## src/rtl/mem_stage_if.sv

```systemverilog
// ----------------------------------------------------------------------------
// mem_stage_if -- data-memory request/response bus between the MEM stage and
// the data memory.
//
//   mem_addr   [15:0]  byte address of the access        (master -> slave)
//   mem_wdata  [15:0]  store data                        (master -> slave)
//   mem_rd             load strobe, one cycle per access (master -> slave)
//   mem_wr             store strobe, one cycle per access(master -> slave)
//   mem_rdata  [15:0]  load data, valid with mem_done    (slave -> master)
//   mem_done           access complete                   (slave -> master)
//   mem_err            access failed, valid with mem_done(slave -> master)
// ----------------------------------------------------------------------------
interface mem_stage_if;
  logic [15:0] mem_addr;
  logic [15:0] mem_wdata;
  logic        mem_rd;
  logic        mem_wr;
  logic [15:0] mem_rdata;
  logic        mem_done;
  logic        mem_err;

  modport master (
    output mem_addr, mem_wdata, mem_rd, mem_wr,
    input  mem_rdata, mem_done, mem_err
  );

  modport slave (
    input  mem_addr, mem_wdata, mem_rd, mem_wr,
    output mem_rdata, mem_done, mem_err
  );
endinterface : mem_stage_if

```

## src/rtl/mem_stage.sv

```systemverilog
// ----------------------------------------------------------------------------
// mem_stage -- pipeline MEM stage with a two-state (IDLE/BUSY) memory FSM.
//
// Non-memory instructions pass to the MEM/WB register in one cycle. Aligned
// loads/stores issue a one-cycle request on the memory bus and stall the
// upstream pipeline until mem_done. Misaligned accesses are not issued and
// retire immediately with err_out set.
//
// Ports
//   clk, rst              clock, synchronous active-high reset
//   valid_in              EX/MEM holds a live instruction
//   result_in   [15:0]    ALU result / memory byte address
//   B_in        [15:0]    store data
//   mem_to_reg_in         load request
//   mem_write_in          store request (wins over load)
//   reg_write_in, reg_wr_sel_in[2:0], dump_in   writeback / halt controls
//   mem                   data-memory bus (mem_stage_if.master)
//   stall_out             freeze EX/MEM and earlier stages
//   wb_data_out[15:0], reg_wr_sel_out[2:0], reg_write_out, dump_out,
//   valid_out, err_out    registered MEM/WB outputs
//
// Configuration
//   MEM_TIMEOUT_EN        when defined, a BUSY watchdog aborts an access after
//                         TIMEOUT_CYCLES cycles in BUSY (legal range 1-255).
// ----------------------------------------------------------------------------
module mem_stage #(
  parameter int unsigned TIMEOUT_CYCLES = 255
) (
  input  logic        clk,
  input  logic        rst,
  input  logic        valid_in,
  input  logic [15:0] result_in,
  input  logic [15:0] B_in,
  input  logic        mem_to_reg_in,
  input  logic        mem_write_in,
  input  logic        reg_write_in,
  input  logic [2:0]  reg_wr_sel_in,
  input  logic        dump_in,
  mem_stage_if.master mem,
  output logic        stall_out,
  output logic [15:0] wb_data_out,
  output logic [2:0]  reg_wr_sel_out,
  output logic        reg_write_out,
  output logic        dump_out,
  output logic        valid_out,
  output logic        err_out
);

  if (TIMEOUT_CYCLES < 1 || TIMEOUT_CYCLES > 255) begin : g_bad_timeout
    $error("mem_stage: TIMEOUT_CYCLES must be in 1..255");
  end

  typedef enum logic {IDLE, BUSY} state_t;

  state_t      state_q;
  logic        is_store_q;
  logic [15:0] wb_data_q;
  logic [2:0]  reg_wr_sel_q;
  logic        reg_write_q;
  logic        dump_q;
  logic        valid_q;
  logic        err_q;

  logic mem_op;
  logic timeout;

  assign mem_op = valid_in & (mem_to_reg_in | mem_write_in);

`ifdef MEM_TIMEOUT_EN
  localparam logic [7:0] TimeoutLast = 8'(TIMEOUT_CYCLES - 1);
  logic [7:0] tmo_cnt_q;
  // The abort fires in the TIMEOUT_CYCLES-th BUSY cycle, which is when the
  // counter (cleared on entry) holds TIMEOUT_CYCLES-1.
  assign timeout = (tmo_cnt_q == TimeoutLast);
`else
  assign timeout = 1'b0;
`endif

  // Memory request and stall are combinational so the request goes out in the
  // same cycle the instruction is seen in IDLE.
  always_comb begin
    // NOTE: every output gets a default first so no path leaves it unassigned
    // and no latch is inferred.
    mem.mem_rd    = 1'b0;
    mem.mem_wr    = 1'b0;
    mem.mem_addr  = result_in;
    mem.mem_wdata = B_in;
    stall_out     = 1'b0;
    if (!rst) begin
      unique case (state_q)
        IDLE: begin
          if (mem_op && !result_in[0]) begin
            mem.mem_wr = mem_write_in;
            mem.mem_rd = ~mem_write_in;
            stall_out  = 1'b1;
          end
        end
        BUSY: stall_out = ~mem.mem_done & ~timeout;
        default: ;
      endcase
    end
  end

  always_ff @(posedge clk) begin
    // NOTE: sequential state uses non-blocking assignments so every register
    // samples pre-edge values regardless of statement order.
    if (rst) begin
      state_q      <= IDLE;
      is_store_q   <= 1'b0;
      wb_data_q    <= 16'h0000;
      reg_wr_sel_q <= 3'd0;
      reg_write_q  <= 1'b0;
      dump_q       <= 1'b0;
      valid_q      <= 1'b0;
      err_q        <= 1'b0;
`ifdef MEM_TIMEOUT_EN
      tmo_cnt_q    <= 8'd0;
`endif
    end else begin
      // Bubble unless a branch below retires an instruction.
      valid_q     <= 1'b0;
      reg_write_q <= 1'b0;
      dump_q      <= 1'b0;
      err_q       <= 1'b0;
      unique case (state_q)
        IDLE: begin
          if (mem_op) begin
            if (result_in[0]) begin
              valid_q      <= 1'b1;
              err_q        <= 1'b1;
              wb_data_q    <= result_in;
              reg_wr_sel_q <= reg_wr_sel_in;
            end else begin
              state_q    <= BUSY;
              is_store_q <= mem_write_in;
`ifdef MEM_TIMEOUT_EN
              tmo_cnt_q  <= 8'd0;
`endif
            end
          end else if (valid_in) begin
            valid_q      <= 1'b1;
            wb_data_q    <= result_in;
            reg_wr_sel_q <= reg_wr_sel_in;
            reg_write_q  <= reg_write_in;
            dump_q       <= dump_in;
          end
        end
        BUSY: begin
          if (mem.mem_done) begin
            state_q      <= IDLE;
            valid_q      <= 1'b1;
            wb_data_q    <= is_store_q ? result_in : mem.mem_rdata;
            reg_wr_sel_q <= reg_wr_sel_in;
            reg_write_q  <= reg_write_in & ~mem.mem_err;
            dump_q       <= dump_in;
            err_q        <= mem.mem_err;
          end else if (timeout) begin
            state_q      <= IDLE;
            valid_q      <= 1'b1;
            err_q        <= 1'b1;
            wb_data_q    <= result_in;
            reg_wr_sel_q <= reg_wr_sel_in;
          end else begin
`ifdef MEM_TIMEOUT_EN
            tmo_cnt_q <= tmo_cnt_q + 8'd1;
`endif
          end
        end
        default: state_q <= IDLE;
      endcase
    end
  end

  assign wb_data_out    = wb_data_q;
  assign reg_wr_sel_out = reg_wr_sel_q;
  assign reg_write_out  = reg_write_q;
  assign dump_out       = dump_q;
  assign valid_out      = valid_q;
  assign err_out        = err_q;

endmodule : mem_stage
```

## src/flat_wrapper.sv

```systemverilog
// flat-port wrapper written by rule: the top's interface ports become plain ports
module mem_stage_flat 
#(
  parameter int unsigned TIMEOUT_CYCLES = 255
)
  (clk, rst, valid_in, result_in, B_in, mem_to_reg_in, mem_write_in, reg_write_in, reg_wr_sel_in, dump_in, stall_out, wb_data_out, reg_wr_sel_out, reg_write_out, dump_out, valid_out, err_out, mem_mem_addr, mem_mem_wdata, mem_mem_rd, mem_mem_wr, mem_mem_rdata, mem_mem_done, mem_mem_err);
  mem_stage_if mem_i ();
  input  logic clk;
  input  logic rst;
  input  logic valid_in;
  input  logic [15:0] result_in;
  input  logic [15:0] B_in;
  input  logic mem_to_reg_in;
  input  logic mem_write_in;
  input  logic reg_write_in;
  input  logic [2:0] reg_wr_sel_in;
  input  logic dump_in;
  output logic stall_out;
  output logic [15:0] wb_data_out;
  output logic [2:0] reg_wr_sel_out;
  output logic reg_write_out;
  output logic dump_out;
  output logic valid_out;
  output logic err_out;
  output wire logic [$bits(mem_i.mem_addr)-1:0] mem_mem_addr;
  output wire logic [$bits(mem_i.mem_wdata)-1:0] mem_mem_wdata;
  output wire logic [$bits(mem_i.mem_rd)-1:0] mem_mem_rd;
  output wire logic [$bits(mem_i.mem_wr)-1:0] mem_mem_wr;
  input wire logic [$bits(mem_i.mem_rdata)-1:0] mem_mem_rdata;
  input wire logic [$bits(mem_i.mem_done)-1:0] mem_mem_done;
  input wire logic [$bits(mem_i.mem_err)-1:0] mem_mem_err;
  assign mem_mem_addr = mem_i.mem_addr;
  assign mem_mem_wdata = mem_i.mem_wdata;
  assign mem_mem_rd = mem_i.mem_rd;
  assign mem_mem_wr = mem_i.mem_wr;
  assign mem_i.mem_rdata = mem_mem_rdata;
  assign mem_i.mem_done = mem_mem_done;
  assign mem_i.mem_err = mem_mem_err;
  mem_stage #(.TIMEOUT_CYCLES(TIMEOUT_CYCLES)) u_core (.clk(clk), .rst(rst), .valid_in(valid_in), .result_in(result_in), .B_in(B_in), .mem_to_reg_in(mem_to_reg_in), .mem_write_in(mem_write_in), .reg_write_in(reg_write_in), .reg_wr_sel_in(reg_wr_sel_in), .dump_in(dump_in), .mem(mem_i), .stall_out(stall_out), .wb_data_out(wb_data_out), .reg_wr_sel_out(reg_wr_sel_out), .reg_write_out(reg_write_out), .dump_out(dump_out), .valid_out(valid_out), .err_out(err_out));
endmodule
```

## config.mk

```make
export PLATFORM = sky130hd
export DESIGN_NAME = mem_stage_flat
export DESIGN_NICKNAME = d
export VERILOG_FILES = /design/src/rtl/mem_stage_if.sv /design/src/rtl/mem_stage.sv /design/src/flat_wrapper.sv
export SDC_FILE = /design/constraint.sdc
export NUM_CORES = 1
export LEC_CHECK = 0
export ABC_AREA = 1
export BUFFER_PORTS_ARGS = -buffer_cell sky130_fd_sc_hd__clkbuf_2
export CORE_AREA = 2 2 48 84
export DETAILED_ROUTE_END_ITERATION = 10
export DIE_AREA = 0 0 50 86
export GPL_TIMING_DRIVEN = 0
export PLACE_DENSITY_LB_ADDON = 0.05
export SLEW_MARGIN = 20
export SYNTH_ARGS = -nofsm -noshare
export SYNTH_HDL_FRONTEND = slang
export SYNTH_SLANG_ARGS = --single-unit
export TNS_END_PERCENT = 100
```

## constraint.sdc

```tcl
create_clock -name clk -period 3.5 [get_ports clk]
set_input_delay 0.175 -clock clk [delete_from_list [all_inputs] [get_ports clk]]
set_output_delay 0.175 -clock clk [all_outputs]
set_load 0.01 [all_outputs]
```

==> reports/qor.txt <==
YS warnings - 0
Max Cap Viol - 0
Seq pwr share - 44.9%
Share of cells above drive strength 1 - 42.9%
Worst setup slack after layout - 2.05 ns
Worst setup SP type - flip-flop
Status - finished clean
Initial antenna violation count - 0
Slew @ Worst Pin - 0.440 ns
H-Tree Depth - 1
Final Hold Slack - 0.125 ns
Synth Area in Simple Gates - 39.3%
Post-synthesis sequential area ratio - 33.0%
Largest family of logic cells by synthesized area - simple AND/OR/NAND/NOR gates
Mux share of post-synthesis cell area - 0%
Post-CTS Setup Bufs - 0
Lkg Pwr - 1.31 nW
CTS clk-pin slew, worst paths - 0.08 ns
Critical path type - reg2out
Critical path's slowest cell - dfxtp_1
Hold_buf cts - 0
Initial DRC Count - 17
Slew Limit Fails - 0
Number of global-route vias before repair - 1397
Setup_tns - 0 ns
WL final - 3720 um
CP bufs+invs - 1
P&R area growth vs syn - 40.1%
Final worst path period share - 41.5%
IO Port Bufs - 101
Cell variety after synth - 19
Root Driver - clkbuf_8
Vias per inst - 4.26
Vias post-DR - 1673
Initial cell density of the core - 42.2%
Avg Synthesized Cell Area - 6.26 um^2
Syn Std Cell Area - 1520 um^2
Final setup fails - 0
Compound-Gate Fraction of Synth Area - 1.73%
Final nets - 408
Post-Synthesis Cells - 242
Post-DP HPWL - 3070 um
Die Footprint - 4300 um^2
Clock latency on the worst-skew pair - 0.26 ns
Clk sinks - 25
Num rows - 29
Yosys reg bits - 25
Post_cts resized - 0
Crit path largest cell delay - 0.34 ns
Syn_nets - 302
Die Height - 86 um
Largest net degree at the start of global routing - 14
Gr usage total - 16.7%
First-pass GRT wire length - 5750 um
Diodes inserted - 0
CP arrival - 1.28 ns
WP data required - 3.32 ns
CTS Buf Count - 3
Post-detailed-route wirelength per cell - 9.47 um
Grt total ovfl - 0
Pre-antenna DRT Iters - 4
Min Clock Period, post-route - 1.45 ns
PwrDens - 338 nW/um^2
Max Clock Skew - 0.00580 ns
Adder-Cell Fraction of Synth Area - 0%
Sw Pwr - 0.218 mW
Clock power frac - 23.2%
Post-route DRC - 0
CP max FO - 4
CTS tree - yes
Clk buf depth - 2
Xor and xnor area share after synthesis - 0%
Chip width - 50 um
Core footprint - 3590 um^2
Combinational power share - 31.9%
Antenna viol nets, final - 0
Max Clock Freq - 688 MHz
Routability cong. - 0.712
Pint - 0.499 mW
Final hold violation count - 0
Total chip power - 0.717 mW
Place WS - 2.12 ns
Slew headroom - 70.7%
Hold crit path type - in2reg
Worst path cell trace - nor2_1 -> nand3_2 -> a21oi_1 -> clkbuf_2
CP endpoint kind - output pin
Net Sw Frac - 30.4%
Max VDD drop - 0.200 mV
CP top delay family - simple AND/OR/NAND/NOR gates
RSZ-0062 raised after global routing - false
# IOs - 118
[layout make-up]
cell class / count / area (um^2)
buffer: 42 / 299
clock buffer: 4 / 45.0
fill: 393 / 1470
inverter: 25 / 93.8
multi-input combinational: 150 / 622
sequential: 25 / 500
tap: 46 / 57.6
timing repair buffer: 101 / 505
[routing by layer]
layer	vias to the layer above	share of wire [%]	track usage, %
met5	-	0	0
met4	0	0.78	6.06
met3	2	6.3	2.61
met2	58	56	32.5
met1	709	37	17.0
li1	904	-	-
[stage by stage]
stage	utilization [%]	cell area, um^2	std cells
finish	59.1	2120	393
global route	59.1	2120	393
CTS	59.1	2120	393
detailed placement	57.9	2080	389
global placement	57.9	2080	389
floorplan	-	1520	242
[worst min-delay path: stages]
cell and delay, ns:
clkbuf_2 0.08, nand2_1 0.05, nor3_1 0.04
[Yosys cell counts (all sizes together)]
| master | instances | area [um^2] |
|---|---|---|
| buf | 39 | 288 |
| or2 | 2 | 15.0 |
| a21oi | 3 | 15.0 |
| nor3 | 1 | 5.00 |
| clkbuf | 3 | 11.3 |
| dfxtp | 25 | 500 |
| nand3 | 19 | 105 |
| inv | 25 | 93.8 |
| o21ai | 1 | 5.00 |
| nand2 | 78 | 293 |
| nor2 | 42 | 158 |
| nand4 | 2 | 12.5 |
| a31oi | 1 | 6.26 |
| nor3b | 1 | 7.51 |
[cell families after synthesis]
kind of cell,after synthesis
flops,25
buf+inv,67
simple gates,145
compound gates,5
[state kept, by name (all words and copies together) (netlist names)]
register / cells
u_core.dump_out: 1
u_core.err_out: 1
u_core.is_store_q: 1
u_core.reg_wr_sel_out: 3
u_core.reg_write_out: 1
u_core.state_q: 1
u_core.valid_out: 1
u_core.wb_data_out: 16
[final timing paths]
path	start	end	slack, ns	cells after the start
worst max-delay path	u_core.state_q$_SDFF_PP0_	stall_out	2.05	4
worst min-delay path	reg_write_in	u_core.reg_write_out$_SDFF_PP0_	0.13	3
worst max register to register	u_core.state_q$_SDFF_PP0_	u_core.wb_data_out[3]$_SDFFE_PP0P_	2.11	7
worst min register to register	u_core.wb_data_out[0]$_SDFFE_PP0P_	u_core.wb_data_out[0]$_SDFFE_PP0P_	0.51	4
[layout by cell type (no fill, tap or decap)]
master	Yosys	routed
nand3_1	17	17
nor2_1	42	42
clkbuf_8	0	3
nor3_1	1	1
buf_6	2	2
inv_2	2	2
nand2_1	78	78
nand3_2	2	2
a31oi_1	1	1
nor3b_1	1	1
dfxtp_1	25	25
clkbuf_2	0	101
inv_1	23	23
buf_2	5	5
clkbuf_1	3	4
or2_2	1	1
nand4_1	2	2
or2_4	1	1
o21ai_0	1	1
buf_4	32	32
a21oi_1	3	3
[power groups by stage]
| stage | clock network, mW | registers, mW | logic, mW |
|---|---|---|---|
| after detailed placement | 0 | 0.329 | 0.232 |
| after global placement | 0 | 0.328 | 0.230 |
| final | 0.167 | 0.322 | 0.229 |
| after global routing | 0.188 | 0.325 | 0.256 |
| after CTS | 0.176 | 0.322 | 0.233 |
| after floorplan | 0 | 0.341 | 0.130 |
No activity file was read; power rests on OpenSTA's default activity.
